==> config.mk <==
export PLATFORM = sky130hd
export DESIGN_NAME = dds2note
export DESIGN_NICKNAME = d
export VERILOG_FILES = /design/src/rtl/dds_note_pkg.sv /design/src/rtl/dds2note_norm.sv /design/src/rtl/dds2note.sv
export SDC_FILE = /design/constraint.sdc
export NUM_CORES = 1
export LEC_CHECK = 0
export BUFFER_PORTS_ARGS = -buffer_cell sky130_fd_sc_hd__clkbuf_2
export CELL_PAD_IN_SITES_DETAIL_PLACEMENT = 1
export CELL_PAD_IN_SITES_GLOBAL_PLACEMENT = 2
export CORE_ASPECT_RATIO = 1.75
export CORE_MARGIN = 5
export CORE_UTILIZATION = 40
export DETAILED_ROUTE_END_ITERATION = 8
export GPL_ROUTABILITY_DRIVEN = 0
export GPL_TIMING_DRIVEN = 0
export PLACE_DENSITY_LB_ADDON = 0.1
export SYNTH_ARGS = -nofsm -noshare
export SYNTH_HDL_FRONTEND = slang
export SYNTH_SLANG_ARGS = --single-unit
==> constraint.sdc <==
create_clock -name clk -period 8 [get_ports clk]
set_clock_uncertainty 0.2 [all_clocks]
set_input_delay 2.4 -clock clk [delete_from_list [all_inputs] [get_ports clk]]
set_output_delay 2.4 -clock clk [all_outputs]
set_load 0.02 [all_outputs]
==> src/rtl/dds_note_pkg.sv <==
`default_nettype none
// ============================================================================
//  Module   : dds_note_pkg
//  Purpose  : Semitone table, normalisation window and FSM states shared by
//             the note<->DDS increment converters.
//  Revision : 1.0  initial release
// ============================================================================
package dds_note_pkg;

    // Octave index at which TBL entries are used unshifted
    localparam int OCT_TOP = 42;

    localparam logic [31:0] LO = 32'd357872363;
    localparam logic [31:0] HI = 32'd715744726;

    localparam logic [31:0] TBL [12] = '{
        32'd368205249, 32'd390099873, 32'd413296418, 32'd437872302,
        32'd463909544, 32'd491495041, 32'd520720858, 32'd551684531,
        32'd584489400, 32'd619244949, 32'd656067170, 32'd695078954
    };

    // B[k] = floor((TBL[k-1] + TBL[k]) / 2); entry 0 is never used
    localparam logic [31:0] B [12] = '{
        32'd0,         32'd379152561, 32'd401698145, 32'd425584360,
        32'd450890923, 32'd477702292, 32'd506107949, 32'd536202694,
        32'd568086965, 32'd601867174, 32'd637656059, 32'd675573062
    };

    typedef enum logic [1:0] {
        IDLE   = 2'd0,
        NORM   = 2'd1,
        SEARCH = 2'd2,
        DONE   = 2'd3
    } state_t;

endpackage
`default_nettype wire

==> src/rtl/dds2note_norm.sv <==
`default_nettype none
// ============================================================================
//  Module   : dds2note_norm
//  Purpose  : Holds the working increment N and octave index d, shifting N
//             one bit per step until it lies inside [LO, HI).
//  Revision : 1.0  initial release
// ============================================================================
module dds2note_norm
    import dds_note_pkg::*;
(
    input  logic               clk,
    input  logic               rst,
    input  logic               i_load,
    input  logic [31:0]        i_load_val,
    input  logic               i_step,
    output logic [31:0]        o_n,
    output logic signed [6:0]  o_d,
    output logic               o_in_win
);

    logic [31:0]       r_n;
    logic signed [6:0] r_d;
    logic              w_above;
    logic              w_below;

    assign w_above  = (r_n >= HI);
    assign w_below  = (r_n < LO);
    assign o_in_win = !w_above && !w_below;
    assign o_n      = r_n;
    assign o_d      = r_d;

    always_ff @(posedge clk or posedge rst) begin
        if (rst) begin
            r_n <= 32'd0;
            r_d <= 7'sd0;
        end else if (i_load) begin
            r_n <= i_load_val;
            r_d <= 7'(OCT_TOP);
        end else if (i_step) begin
            if (w_above) begin
                r_n <= {1'b0, r_n[31:1]};
                r_d <= r_d + 7'sd1;
            end else if (w_below) begin
                r_n <= {r_n[30:0], 1'b0};
                r_d <= r_d - 7'sd1;
            end
        end
    end

endmodule
`default_nettype wire

==> src/rtl/dds2note.sv <==
`default_nettype none
// ============================================================================
//  Module   : dds2note
//  Purpose  : Converts a 32-bit DDS phase increment to the nearest note number
//             (normalise into one octave, then descending boundary search).
//             Optional macro DDS2NOTE_RESID_EN adds the signed residual output.
//  Revision : 1.0  initial release
// ============================================================================
module dds2note
    import dds_note_pkg::*;
#(
    parameter int NOTE_MAX = 511
) (
    input  logic        clk,
    input  logic        rst,
    input  logic        start,
    input  logic [31:0] adder,
    output logic        busy,
    output logic        valid,
    output logic [8:0]  note,
    output logic        err
`ifdef DDS2NOTE_RESID_EN
    ,
    output logic signed [31:0] resid
`endif
);

    state_t            r_state;
    state_t            w_state_nxt;
    logic [3:0]        r_k;
    logic              r_zero;
    logic              r_busy;
    logic              r_valid;
    logic [8:0]        r_note;
    logic              r_err;

    logic [31:0]       w_n;
    logic signed [6:0] w_d;
    logic              w_in_win;
    logic              w_load;
    logic              w_step;
    logic              w_hit;
    logic [9:0]        w_full;

    assign w_load = (r_state == IDLE) && start;
    assign w_step = (r_state == NORM);

    dds2note_norm u_norm (
        .clk        (clk),
        .rst        (rst),
        .i_load     (w_load),
        .i_load_val (adder),
        .i_step     (w_step),
        .o_n        (w_n),
        .o_d        (w_d),
        .o_in_win   (w_in_win)
    );

    assign w_hit  = (w_n >= B[r_k]);
    // d is never negative for a nonzero increment, so zero-extension is safe
    assign w_full = 10'd12 * {3'b000, w_d} + {6'd0, r_k};

    always_ff @(posedge clk or posedge rst) begin
        if (rst) begin
            r_state <= IDLE;
        end else begin
            r_state <= w_state_nxt;
        end
    end

    always_comb begin
        w_state_nxt = r_state;
        case (r_state)
            IDLE:    if (start) w_state_nxt = (adder == 32'd0) ? DONE : NORM;
            NORM:    if (w_in_win) w_state_nxt = SEARCH;
            SEARCH:  if (w_hit || (r_k == 4'd1)) w_state_nxt = DONE;
            DONE:    w_state_nxt = IDLE;
            default: w_state_nxt = IDLE;
        endcase
    end

`ifdef DDS2NOTE_RESID_EN
    logic signed [31:0] r_resid;
    assign resid = r_resid;
`endif

    // A miss at k==1 decrements to 0, which is itself the final result
    always_ff @(posedge clk or posedge rst) begin
        if (rst) begin
            r_k     <= 4'd0;
            r_zero  <= 1'b0;
            r_busy  <= 1'b0;
            r_valid <= 1'b0;
            r_note  <= 9'd0;
            r_err   <= 1'b0;
`ifdef DDS2NOTE_RESID_EN
            r_resid <= 32'sd0;
`endif
        end else begin
            r_valid <= 1'b0;
            case (r_state)
                IDLE: begin
                    if (start) begin
                        r_busy <= 1'b1;
                        r_zero <= (adder == 32'd0);
                    end
                end
                NORM: begin
                    if (w_in_win) r_k <= 4'd11;
                end
                SEARCH: begin
                    if (!w_hit) r_k <= r_k - 4'd1;
                end
                DONE: begin
                    r_valid <= 1'b1;
                    r_busy  <= 1'b0;
                    if (r_zero) begin
                        r_note <= 9'd0;
                        r_err  <= 1'b1;
`ifdef DDS2NOTE_RESID_EN
                        r_resid <= 32'sd0;
`endif
                    end else if (w_full > 10'(NOTE_MAX)) begin
                        r_note <= 9'(NOTE_MAX);
                        r_err  <= 1'b1;
`ifdef DDS2NOTE_RESID_EN
                        r_resid <= 32'sd0;
`endif
                    end else begin
                        r_note <= w_full[8:0];
                        r_err  <= 1'b0;
`ifdef DDS2NOTE_RESID_EN
                        r_resid <= $signed(w_n - TBL[r_k]);
`endif
                    end
                end
                default: ;
            endcase
        end
    end

    assign busy  = r_busy;
    assign valid = r_valid;
    assign note  = r_note;
    assign err   = r_err;

endmodule
`default_nettype wire
==> qor.csv <==
stage,metric,value,unit
min_path,hold_depth,1,
detailed_routing,first_pass_iters,4,
worst_setup_path,r2r_cells,13,
worst_setup_path,critPathLaunchType,register,
detailed_routing,wirelength,17200,microns
detailed_routing,drt_iter0_drc,195,
yosys,syn_avg_cell_area,8.49,sq um
global_route,grt_first_pass_wirelength,27900,microns
yosys,synth_seq_cells,58,
min_path,hold_start,err,
global_route,globalRouteOverflowTotal,0,
finish,drive_gt1_share,13.4,%
floorplanning,floorplan.initialDensity,40.8,%
yosys,synth-seq-area-share,29.5,%
floorplanning,die_y,157,microns
cts,cts_hold_buf,0,
worst_setup_path,cp.required,7.97,ns
floorplanning,die_area,14700,sq um
worst_setup_path,r2r_setup_slack,3.16,ns
yosys,async_reset_ff_share,100,%
min_path,hp-class,register to register,
sta,timing.setup.tns,0,ns
sta,slew_violations,0,
worst_setup_path,cp_max_fo,10,
cts,postCtsSetupBuffers,0,
cts,cts_resized,0,
yosys,netlist_instances,580,
yosys,ys.flop_type,dfrtp_1,
yosys,synth_nets,674,
cts,numClockSinks,58,
detailed_routing,drc,0,
job,drv_cap,0,
sta,setup_violations,0,
finish,nNetsFinal,732,
worst_setup_path,end_kind,register,
run_status,status,completed,
finish,area_growth,15.9,%
pwr,p_leak,0.00246,uW
yosys,ys_types,69,
finish,antenna_cells,0,
sta,period_share,60.5,%
floorplanning,ios,47,
sta,hold_violations,0,
sta,fmax,207,MHz
cts,clkTransAtPathRegs,0.05,ns
sta,worst_slack,3.16,ns
cts,cts_root_buf,clkbuf_16,
min_path,hold_end,err,
floorplanning,core,12100,sq um
sta,relSlewSlack,39.9,%
cts,cts_tree,done,
cts,cts_buffer_depth,2,
detailed_routing,vias_per_cell,5.99,
yosys,yosysWarnings,0,
finish,fillCellCount,1489,
pwr,ir_worst_vdd,0.188,mV
pwr,finalPower,3150,uW
sta,worstMarginPinSlew,0.901,ns
detailed_routing,post_drt_wl_per_cell,21.3,microns
cts,cts_buffers,9,
cts,clk_latency,0.35,ns
finish,area.sequential,1450,sq um
pwr,power_density,552,nW/um^2
sta,rsz0062_at_grt,no,
placement,place_ws,3.15,ns
yosys,synth_edf_count,0,
global_route,grt_start_max_net_pins,33,
worst_setup_path,reg2reg_from,r_k[0],
worst_setup_path,path_class,register to register,
placement,port_buffers,46,
floorplanning,die_w,93.9,microns
global_route,grt_usage,24.7,%
placement,dp_hpwl,13700,microns
detailed_routing,vias,4839,
finish,multiInputGateArea,3230,sq um
global_route,grt_pass1_vias,5432,
worst_setup_path,r2r-end,r_k[0],
global_route,antenna_found_initial,0,
detailed_routing,antenna_left,0,
floorplanning,fp-row-count,53,
worst_setup_path,critPathArrivalTime,4.81,ns
cts,htreeDepth,3,
sta,fin_crit,4.84,ns
yosys,synthesis.area,4920,sq um
how the worst max path moves through the flow:
stage,start,end,slack [ns],cells past startpoint
floorplan,rst,busy,3.97,1
CTS,r_k[0],r_k[0],3.11,13
global route,r_k[0],r_k[0],2.85,13
finish,r_k[0],r_k[0],3.16,13
global placement,rst,u_norm.o_n[1],3.14,2
detailed placement,r_k[0],r_k[0],3.15,13
cell type report:
cell class              instances  area share, %
multi-input cells             463           56.6
flip-flops and latches         58           25.4
repair buffers                 47           4.39
clock buffers                  10           4.19
well taps                     165           3.62
plain buffers                  34           2.54
inverters                      25           1.64
clock inverters                 6           1.56
power by group:
group | leakage, uW | switching [uW] | internal, uW | total, uW
Combinational | 0.00163 | 1200 | 831 | 2030
Clock | 0.000155 | 151 | 281 | 432
Sequential | 0.000673 | 244 | 443 | 687
Total | 0.00246 | 1600 | 1560 | 3150
cell usage in the layout (no fill, tap or decap), types with 5 or more instances in the layout:
| master | instances |
|---|---|
| clkbuf_16 | 9 |
| a211oi_1 | 7 |
| nand4_1 | 10 |
| nor2_1 | 39 |
| o21ai_0 | 40 |
| inv_1 | 23 |
| a21oi_1 | 49 |
| o21a_1 | 6 |
| a21o_1 | 13 |
| nand2_1 | 64 |
| nand2b_1 | 6 |
| nor4_1 | 11 |
| buf_2 | 8 |
| o22ai_1 | 25 |
| dfrtp_1 | 58 |
| o2bb2ai_1 | 24 |
| clkbuf_1 | 22 |
| nand3_1 | 5 |
| clkbuf_2 | 46 |
| o211ai_1 | 7 |
| xnor2_1 | 5 |
| ha_1 | 56 |
| xor2_1 | 8 |
| nor3_1 | 8 |
synthesized netlist by cell type, types with 7 or more instances:
master / n / area share, %
a211oi_1: 7 / 1.1
nor4_1: 11 / 1.4
nand4_1: 10 / 1.3
inv_1: 24 / 1.8
nor2_1: 39 / 3.0
dfrtp_1: 58 / 29
buf_2: 8 / 0.81
o211ai_1: 7 / 1.1
clkbuf_1: 22 / 1.7
o2bb2ai_1: 24 / 4.3
o22ai_1: 25 / 3.2
ha_1: 56 / 14
a21o_1: 13 / 2.0
o21ai_0: 40 / 4.1
xor2_1: 8 / 1.4
nand2_1: 64 / 4.9
a21oi_1: 49 / 5.0
nor3_1: 8 / 0.81
sequential cells by signal, summed over array words and instances, names as in the netlist:
register,count
u_norm.o_n,32
r_zero,1
r_state,2
u_norm.o_d,7
r_k,4
busy,1
note,9
err,1
valid,1
logic make-up (layout without fill, tap and decap cells):
kind of cell / after synthesis / count (layout) / share of synthesized area, %
compound gates: 217 / 217 / 30.0
xor+xnor: 13 / 13 / 2.31
fa+ha+maj: 59 / 59 / 15.5
buf+inv: 59 / 122 / 4.86
flops: 58 / 58 / 29.5
mux: 4 / 4 / 0.813
simple gates: 170 / 170 / 17.1
through the flow:
stage	hold slack, ns	util [%]	instances	instance area (sq um)
2_1_floorplan	0.282	-	580	4920
3_3_place_gp	0.288	44.4	791	5360
3_5_place_dp	0.315	44.6	792	5380
4_1_cts	0.327	47.3	808	5710
5_1_grt	0.330	47.3	808	5710
6_report	0.317	47.3	808	5710
metal layers:
| layer | part of all wire (%) | vias to the layer above | GRT usage [%] |
|---|---|---|---|
| met3 | 2.8 | 31 | 3.42 |
| li1 | - | 2303 | - |
| met2 | 59 | 91 | 50.6 |
| met1 | 36 | 2414 | 24.3 |
| met5 | 0 | - | 0 |
| met4 | 2.3 | 0 | 8.13 |
worst max-delay path, cell delays in order, from the launching register on:
cell	delay, ns
dfrtp_1	0.42
clkbuf_1	0.46
inv_1	0.29
ha_1	0.37
clkbuf_1	0.42
a21oi_1	0.18
ha_1	0.35
nand4_1	0.12
nor2_1	0.21
nor4b_1	0.48
o31ai_1	0.17
o211a_1	0.16
o21ai_0	0.61
mux2i_1	0.22
(Power assumes the default switching activity.)
